<file path="config.mk">
export PLATFORM = sky130hd
export DESIGN_NAME = note_detector
export DESIGN_NICKNAME = d
export VERILOG_FILES = /design/src/rtl/note_pkg.sv /design/src/rtl/note_classifier.sv /design/src/rtl/note_detector.sv
export SDC_FILE = /design/constraint.sdc
export NUM_CORES = 1
export LEC_CHECK = 0
export CAP_MARGIN = 30
export CORE_MARGIN = 2
export CORE_UTILIZATION = 35
export CTS_BUF_LIST = sky130_fd_sc_hd__clkbuf_8
export DETAILED_ROUTE_END_ITERATION = 10
export PLACE_DENSITY = 0.53
export SLEW_MARGIN = 20
export SYNTH_ARGS = -nofsm -noshare
export SYNTH_HDL_FRONTEND = slang
export SYNTH_SLANG_ARGS = --single-unit
</file>
<file path="constraint.sdc">
create_clock -name clk -period 5.06 [get_ports clk]
set_input_delay 1.012 -clock clk [delete_from_list [all_inputs] [get_ports clk]]
set_output_delay 1.012 -clock clk [all_outputs]
set_load 0.1 [all_outputs]
</file>
<file path="src/rtl/note_pkg.sv">
// note_pkg - shared constants and types for the receive-side note logic.
//   * note frequencies (centi-hertz) for the 12 chromatic notes C4..B4
//   * helper functions deriving nominal periods and band limits from a clock rate
//   * nominal periods P_0..P_11 and band limit tables for the default clock
//   * FSM state enum and the 4-bit note index type
package note_pkg;

    localparam int unsigned DEF_CLK_HZ = 50_000_000;
    localparam int          NUM_NOTES  = 12;
    localparam int          PERIOD_W   = 20;

    typedef logic [3:0]          note_idx_t;
    typedef logic [PERIOD_W-1:0] period_t;

    typedef enum logic [1:0] {
        ST_SILENT = 2'd0,
        ST_ACQ    = 2'd1,
        ST_LOCK   = 2'd2
    } det_state_t;

    // Note frequencies in units of 0.01 Hz, index 0 = C4 .. 11 = B4.
    function automatic int unsigned note_freq_chz(input int i);
        case (i)
            0:       return 26163;
            1:       return 27718;
            2:       return 29366;
            3:       return 31113;
            4:       return 32963;
            5:       return 34923;
            6:       return 36999;
            7:       return 39200;
            8:       return 41530;
            9:       return 44000;
            10:      return 46616;
            default: return 49388;
        endcase
    endfunction

    // Nominal period in clock cycles, rounded to nearest.
    function automatic int unsigned note_period(input int unsigned clk_hz, input int i);
        longint unsigned f;
        longint unsigned num;
        f   = 64'(note_freq_chz(i));
        num = 64'(clk_hz) * 64'd100 + f / 64'd2;
        return 32'(num / f);
    endfunction

    // Lowest period belonging to note i. The midpoint towards the higher note
    // (shorter period) is inclusive, so a period exactly on a midpoint goes to
    // the lower note index.
    function automatic int unsigned band_lo(input int unsigned clk_hz, input int i);
        int unsigned p_long;
        int unsigned p_short;
        if (i == NUM_NOTES - 1) begin
            p_long  = note_period(clk_hz, i - 1);
            p_short = note_period(clk_hz, i);
            return p_short - (p_long - p_short) / 2;
        end
        p_long  = note_period(clk_hz, i);
        p_short = note_period(clk_hz, i + 1);
        return p_short + (p_long - p_short) / 2;
    endfunction

    // Highest period belonging to note i: one below the next-lower note's floor.
    function automatic int unsigned band_hi(input int unsigned clk_hz, input int i);
        int unsigned p0;
        int unsigned p1;
        if (i == 0) begin
            p0 = note_period(clk_hz, 0);
            p1 = note_period(clk_hz, 1);
            return p0 + (p0 - p1) / 2;
        end
        return band_lo(clk_hz, i - 1) - 1;
    endfunction

    localparam period_t P_0  = period_t'(note_period(DEF_CLK_HZ, 0));
    localparam period_t P_1  = period_t'(note_period(DEF_CLK_HZ, 1));
    localparam period_t P_2  = period_t'(note_period(DEF_CLK_HZ, 2));
    localparam period_t P_3  = period_t'(note_period(DEF_CLK_HZ, 3));
    localparam period_t P_4  = period_t'(note_period(DEF_CLK_HZ, 4));
    localparam period_t P_5  = period_t'(note_period(DEF_CLK_HZ, 5));
    localparam period_t P_6  = period_t'(note_period(DEF_CLK_HZ, 6));
    localparam period_t P_7  = period_t'(note_period(DEF_CLK_HZ, 7));
    localparam period_t P_8  = period_t'(note_period(DEF_CLK_HZ, 8));
    localparam period_t P_9  = period_t'(note_period(DEF_CLK_HZ, 9));
    localparam period_t P_10 = period_t'(note_period(DEF_CLK_HZ, 10));
    localparam period_t P_11 = period_t'(note_period(DEF_CLK_HZ, 11));

    localparam period_t BAND_LO [NUM_NOTES] = '{
        period_t'(band_lo(DEF_CLK_HZ, 0)), period_t'(band_lo(DEF_CLK_HZ, 1)),
        period_t'(band_lo(DEF_CLK_HZ, 2)), period_t'(band_lo(DEF_CLK_HZ, 3)),
        period_t'(band_lo(DEF_CLK_HZ, 4)), period_t'(band_lo(DEF_CLK_HZ, 5)),
        period_t'(band_lo(DEF_CLK_HZ, 6)), period_t'(band_lo(DEF_CLK_HZ, 7)),
        period_t'(band_lo(DEF_CLK_HZ, 8)), period_t'(band_lo(DEF_CLK_HZ, 9)),
        period_t'(band_lo(DEF_CLK_HZ, 10)), period_t'(band_lo(DEF_CLK_HZ, 11))
    };

    localparam period_t BAND_HI [NUM_NOTES] = '{
        period_t'(band_hi(DEF_CLK_HZ, 0)), period_t'(band_hi(DEF_CLK_HZ, 1)),
        period_t'(band_hi(DEF_CLK_HZ, 2)), period_t'(band_hi(DEF_CLK_HZ, 3)),
        period_t'(band_hi(DEF_CLK_HZ, 4)), period_t'(band_hi(DEF_CLK_HZ, 5)),
        period_t'(band_hi(DEF_CLK_HZ, 6)), period_t'(band_hi(DEF_CLK_HZ, 7)),
        period_t'(band_hi(DEF_CLK_HZ, 8)), period_t'(band_hi(DEF_CLK_HZ, 9)),
        period_t'(band_hi(DEF_CLK_HZ, 10)), period_t'(band_hi(DEF_CLK_HZ, 11))
    };

endpackage

</file>
<file path="src/rtl/note_classifier.sv">
// note_classifier - combinational period-to-note lookup.
// Ports:
//   meas  in  20  measured period in clock cycles
//   match out 1   meas falls inside one of the 12 note bands
//   idx   out 4   note index (0=C4 .. 11=B4), 0 when no match
// Parameter CLK_HZ sets the clock rate the band limits are derived from.
module note_classifier
    import note_pkg::*;
#(
    parameter int unsigned CLK_HZ = DEF_CLK_HZ
) (
    input  logic [19:0] meas,
    output logic        match,
    output logic [3:0]  idx
);

    logic [NUM_NOTES-1:0] hit;

    for (genvar gi = 0; gi < NUM_NOTES; gi++) begin : g_band
        localparam period_t LO = period_t'(band_lo(CLK_HZ, gi));
        localparam period_t HI = period_t'(band_hi(CLK_HZ, gi));
        assign hit[gi] = (meas >= LO) && (meas <= HI);
    end

    // Bands are disjoint; scanning downwards leaves the lowest hit index.
    always_comb begin
        match = 1'b0;
        idx   = '0;
        for (int i = NUM_NOTES - 1; i >= 0; i--) begin
            if (hit[i]) begin
                match = 1'b1;
                idx   = note_idx_t'(i);
            end
        end
    end

endmodule

</file>
<file path="src/rtl/note_detector.sv">
// note_detector - measures the period of an incoming square wave, classifies
// it as one of the chromatic notes C4..B4 and reports the note once stable.
// Ports:
//   clk         in  1   system clock
//   reset       in  1   asynchronous, active-high reset
//   tone_in     in  1   asynchronous square-wave input
//   note_idx    out 4   locked note, 0=C4 .. 11=B4
//   note_valid  out 1   high while locked
//   note_strobe out 1   one-cycle pulse on each entry to lock
//   period_out  out 20  last measured period (only with NOTE_DET_PERIOD_OUT_EN)
// Optional feature macro: NOTE_DET_PERIOD_OUT_EN.
module note_detector
    import note_pkg::*;
#(
    parameter int unsigned CLK_HZ       = DEF_CLK_HZ,
    parameter int unsigned STABLE_COUNT = 3,
    parameter int unsigned TIMEOUT_CYC  = 400_000
) (
    input  logic        clk,
    input  logic        reset,
    input  logic        tone_in,
    output logic [3:0]  note_idx,
    output logic        note_valid,
    output logic        note_strobe
`ifdef NOTE_DET_PERIOD_OUT_EN
    ,
    output logic [19:0] period_out
`endif
);

    localparam period_t   CNT_MAX     = '1;
    localparam period_t   CNT_ONE     = period_t'(1);
    localparam period_t   TIMEOUT_LIM = period_t'(TIMEOUT_CYC);
    localparam logic [3:0] STABLE_LIM = 4'(STABLE_COUNT);

    // Input synchronizer, edge register and registered rising-edge pulse.
    logic sync1_q, sync2_q, sync3_q, edge_q;

    always_ff @(posedge clk or posedge reset) begin
        if (reset) begin
            sync1_q <= 1'b0;
            sync2_q <= 1'b0;
            sync3_q <= 1'b0;
            edge_q  <= 1'b0;
        end else begin
            sync1_q <= tone_in;
            sync2_q <= sync1_q;
            sync3_q <= sync2_q;
            edge_q  <= sync2_q & ~sync3_q;
        end
    end

    // Period counter: restarts at 1 on each edge so that the value seen at
    // the next edge is exactly the number of cycles between the two edges.
    period_t cnt_q, cnt_d;

    always_comb begin
        if (edge_q)
            cnt_d = CNT_ONE;
        else if (cnt_q == CNT_MAX)
            cnt_d = cnt_q;
        else
            cnt_d = cnt_q + CNT_ONE;
    end

    always_ff @(posedge clk or posedge reset) begin
        if (reset)
            cnt_q <= '0;
        else
            cnt_q <= cnt_d;
    end

    logic timeout;
    assign timeout = (cnt_q >= TIMEOUT_LIM);

    // The counter value at the edge is the period being captured, so it is
    // classified directly rather than waiting a cycle for a meas register.
    logic      cls_match;
    note_idx_t cls_idx;

    note_classifier #(
        .CLK_HZ (CLK_HZ)
    ) u_classifier (
        .meas  (cnt_q),
        .match (cls_match),
        .idx   (cls_idx)
    );

    det_state_t state_q;
    note_idx_t  cand_q, note_idx_q;
    logic [3:0] stable_q;
    logic       valid_q, strobe_q;

    // Candidate/stability update shared by ACQ and by a mismatch in LOCK.
    note_idx_t  acq_cand_d;
    logic [3:0] acq_stable_d;

    always_comb begin
        acq_cand_d   = cand_q;
        acq_stable_d = '0;
        if (cls_match) begin
            if (cls_idx == cand_q) begin
                acq_stable_d = stable_q + 4'd1;
            end else begin
                acq_cand_d   = cls_idx;
                acq_stable_d = 4'd1;
            end
        end
    end

    always_ff @(posedge clk or posedge reset) begin
        if (reset) begin
            state_q    <= ST_SILENT;
            cand_q     <= '0;
            stable_q   <= '0;
            note_idx_q <= '0;
            valid_q    <= 1'b0;
            strobe_q   <= 1'b0;
        end else begin
            strobe_q <= 1'b0;
            // Timeout takes priority over a coincident edge.
            if (timeout) begin
                state_q  <= ST_SILENT;
                valid_q  <= 1'b0;
                stable_q <= '0;
            end else if (edge_q) begin
                case (state_q)
                    ST_SILENT: begin
                        // First edge only starts the period measurement.
                        state_q  <= ST_ACQ;
                        stable_q <= '0;
                    end
                    ST_ACQ: begin
                        cand_q   <= acq_cand_d;
                        stable_q <= acq_stable_d;
                        if (cls_match && acq_stable_d == STABLE_LIM) begin
                            state_q    <= ST_LOCK;
                            note_idx_q <= acq_cand_d;
                            valid_q    <= 1'b1;
                            strobe_q   <= 1'b1;
                        end
                    end
                    ST_LOCK: begin
                        if (!(cls_match && cls_idx == note_idx_q)) begin
                            state_q  <= ST_ACQ;
                            valid_q  <= 1'b0;
                            cand_q   <= acq_cand_d;
                            stable_q <= acq_stable_d;
                        end
                    end
                    default: begin
                        state_q  <= ST_SILENT;
                        valid_q  <= 1'b0;
                        stable_q <= '0;
                    end
                endcase
            end
        end
    end

    assign note_idx    = note_idx_q;
    assign note_valid  = valid_q;
    assign note_strobe = strobe_q;

`ifdef NOTE_DET_PERIOD_OUT_EN
    period_t period_q;

    always_ff @(posedge clk or posedge reset) begin
        if (reset)
            period_q <= '0;
        else if (edge_q)
            period_q <= cnt_q;
    end

    assign period_out = period_q;
`endif

endmodule

</file>
==> results.json <==
{
  "power.leakage_uw": 0.00147,
  "hold_violations": 0,
  "synth_top_flop_cell": "dfrtp_1",
  "cts-resized-gates": 0,
  "dieWidth_um": 106,
  "numCtsBuffers": 5,
  "ff_latch_area_sq_um": 1000,
  "coreArea_sq_um": 10200,
  "cts-root-buf": "clkbuf_8",
  "design_area_sq_um": 3900,
  "ant_nets": 0,
  "yosys-top-cells-area": "dfrtp_1 28%, nor2_1 4.3%, nand3_1 3.9%",
  "cts_hold_buf": 0,
  "p_int_uw": 496,
  "grt_pass1_wl_mm": 17.4,
  "p_per_area_nw_per_um2": 195,
  "fin_crit_sh": 0.855,
  "grt_pass1_vias": 3303,
  "dieHeight_um": 106,
  "clk_latency_ns": 0.31,
  "synth_nets": 456,
  "yosysWarnings": 0,
  "hold_class": "flop to flop",
  "cp_data_arrival_time_ns": 4.53,
  "clockPowerShare": 0.306,
  "place.gp.congestion": 0.948,
  "route.detailed.drc": 0,
  "max_cap_viol_count": 0,
  "p_seq_frac": 0.504,
  "fp.dieArea_sq_um": 11200,
  "ctsHtreeMaxLevel": 2,
  "end_kind": "flop",
  "worstPathRequired_ns": 5.26,
  "setup_ws_ns": 0.733,
  "drive_above_1_share": 0.0909,
  "critPathLaunchType": "flop",
  "ys_ff_latch": 40,
  "clock.fmax_mhz": 231,
  "diodes": 0,
  "synthToLayoutAreaGrowth_pct": 7.67,
  "clock-sinks": 40,
  "numPortBuffers": 8,
  "vias": 3533,
  "setup_tns_ns": 0,
  "synth_area_leader_cell": "dfrtp_1",
  "synthDistinctLibCells": 80,
  "layout_min_cycle_time_ns": 4.33,
  "synthTopCellsByCount": "41 x nor2_1, 40 x dfrtp_1, 29 x nand2_1, 28 x nand3_1, 20 x clkbuf_1",
  "post-place-ws_ns": 0.784,
  "rsz0062_at_grt": "false",
  "async_flop_share": 1.00,
  "postCtsSetupBuffers": 0,
  "dp_hpwl_mm": 7.89,
  "grt_overflow": 0,
  "setup_viol": 0,
  "holdWs_ns": 0.364,
  "clock_path_buffers": 2,
  "peakVddDrop_mv": 0.109,
  "final_util": 0.383,
  "avgSynthCellArea_sq_um": 8.16,
  "start_util": 0.356,
  "status": "finished, final reports clean",
  "yosysMostFrequentCell": "nor2_1",
  "drtIter0Drc": 323,
  "fill_cells": 1086,
  "synth_area_sq_um": 3620,
  "crit_fanout": 15,
  "wl_per_cell_um": 18.7,
  "antenna_found_initial": 0,
  "combPwrFrac": 0.190,
  "netSwitchingFraction": 0.349,
  "ios": 9,
  "synth_edf_count": 0,
  "multi_input_area_sq_um": 2410,
  "finalNetCount": 451,
  "path_clk_slew_ns": 0.09,
  "crit_type": "flop to flop",
  "slew_viol_final": 0,
  "slew_headroom": 0.349,
  "rows": 37,
  "synth_cells": 444,
  "cts_tree": "built",
  "switchingPower_uw": 266,
  "seq_area_frac_synth": 0.276,
  "vias_per_cell": 6.13,
  "final.setup_skew_ns": 0.0115,
  "dr.pass1.iters": 6,
  "postPlaceCellArea_sq_um": 3800,
  "routed_wl_mm": 10.8,
  "worstMarginPinSlew_ns": 0.974,
  "grt_usage": 0.197,
  "grt_max_degree": 41,
  "yosys.area.top_type_share": 0.276
}
==> final cells by class <==
type / instances / area share
clock buffer: 6 / 0.0212
clock inverter: 2 / 0.00385
inverter: 16 / 0.0154
multi-input combinational: 358 / 0.619
sequential: 40 / 0.257
tap: 136 / 0.0436
timing repair buffer: 18 / 0.0398
==> power by group through the flow <==
stage                     sequential (uW)  clock (uW)  combinational (uW)
after detailed placement              387           0                 141
after global routing                  386         254                 160
after global placement                390           0                 147
final                                 384         233                 145
after CTS                             380         240                 142
after floorplan                       350           0                 122
==> path summary, 6_finish.rpt <==
kind	to	slack [ns]	start	cells past startpoint
worst min-delay path	sync2_q	0.36	sync1_q	0
min in group asynchronous	stable_q[0]	1.12	reset	3
worst min register to register	sync2_q	0.36	sync1_q	0
worst max register to register	note_idx[0]	0.73	cnt_q[8]	11
worst max-delay path	note_idx[0]	0.73	cnt_q[8]	11
max in group asynchronous	cnt_q[13]	3.57	reset	3
==> stage by stage <==
stage | power, uW | instances
after floorplan | 472 | 444
after global placement | 537 | 568
after detailed placement | 528 | 568
after CTS | 762 | 576
after global routing | 799 | 576
final | 762 | 576
==> cell usage in the layout, fill, tap and decap left out, drive strengths merged, types with 4 or more instances in the layout <==
| master | instances |
|---|---|
| nand3 | 28 |
| nor4 | 8 |
| nand3b | 4 |
| nand2 | 29 |
| o211ai | 5 |
| nand2b | 7 |
| ha | 9 |
| buf | 10 |
| nor3 | 17 |
| xnor2 | 10 |
| or2 | 5 |
| a211oi | 4 |
| nor2 | 41 |
| a2111oi | 4 |
| o22ai | 5 |
| clkbuf | 6 |
| inv | 16 |
| a21oi | 19 |
| dfrtp | 40 |
| o31ai | 5 |
| nor3b | 4 |
| nor2b | 5 |
| o21ai | 21 |
| and2 | 11 |
| nor4b | 6 |
| a31oi | 7 |
| xor2 | 7 |
| mux2 | 6 |
| and3 | 8 |
| or3 | 11 |
| o21a | 4 |
| nand4 | 14 |
| clkdlybuf4s50 | 8 |
==> metal layers <==
| metal | wire length [um] | vias up | global-route usage |
|---|---|---|---|
| li1 | - | 1658 | - |
| met1 | 4980 | 1703 | 0.278 |
| met5 | 0 | - | 0 |
| met3 | 709 | 32 | 0.0260 |
| met4 | 405 | 0 | 0.0893 |
| met2 | 4690 | 140 | 0.299 |
==> sequential cells by signal, summed over array words and instances, names as in the netlist <==
| register | flops |
|---|---|
| note_strobe | 1 |
| note_valid | 1 |
| state_q | 2 |
| stable_q | 4 |
| cand_q | 4 |
| sync3_q | 1 |
| note_idx | 4 |
| sync1_q | 1 |
| sync2_q | 1 |
| edge_q | 1 |
| cnt_q | 20 |
==> logic make-up (layout without fill, tap and decap cells) <==
family,count (synthesis),after routing,synth area share
flops,40,40,0.276
mux,7,7,0.0235
compound gates,111,111,0.227
xor+xnor,17,17,0.0411
fa+ha+maj,9,9,0.0311
buf+inv,46,42,0.0567
simple gates,214,214,0.344
==> critical path: stages, from the launching register on <==
cell      delay (ns)
dfrtp_1         0.68
nand2_1         0.27
nor3_1          0.61
nand3_1         0.14
o21ai_0         0.26
o21ai_0         0.26
o221ai_1        0.35
and2_1          0.27
mux2_2          0.40
nor4_4          0.32
and2_1          0.33
mux2_1          0.35
No activity file was read; power rests on OpenSTA's default activity.
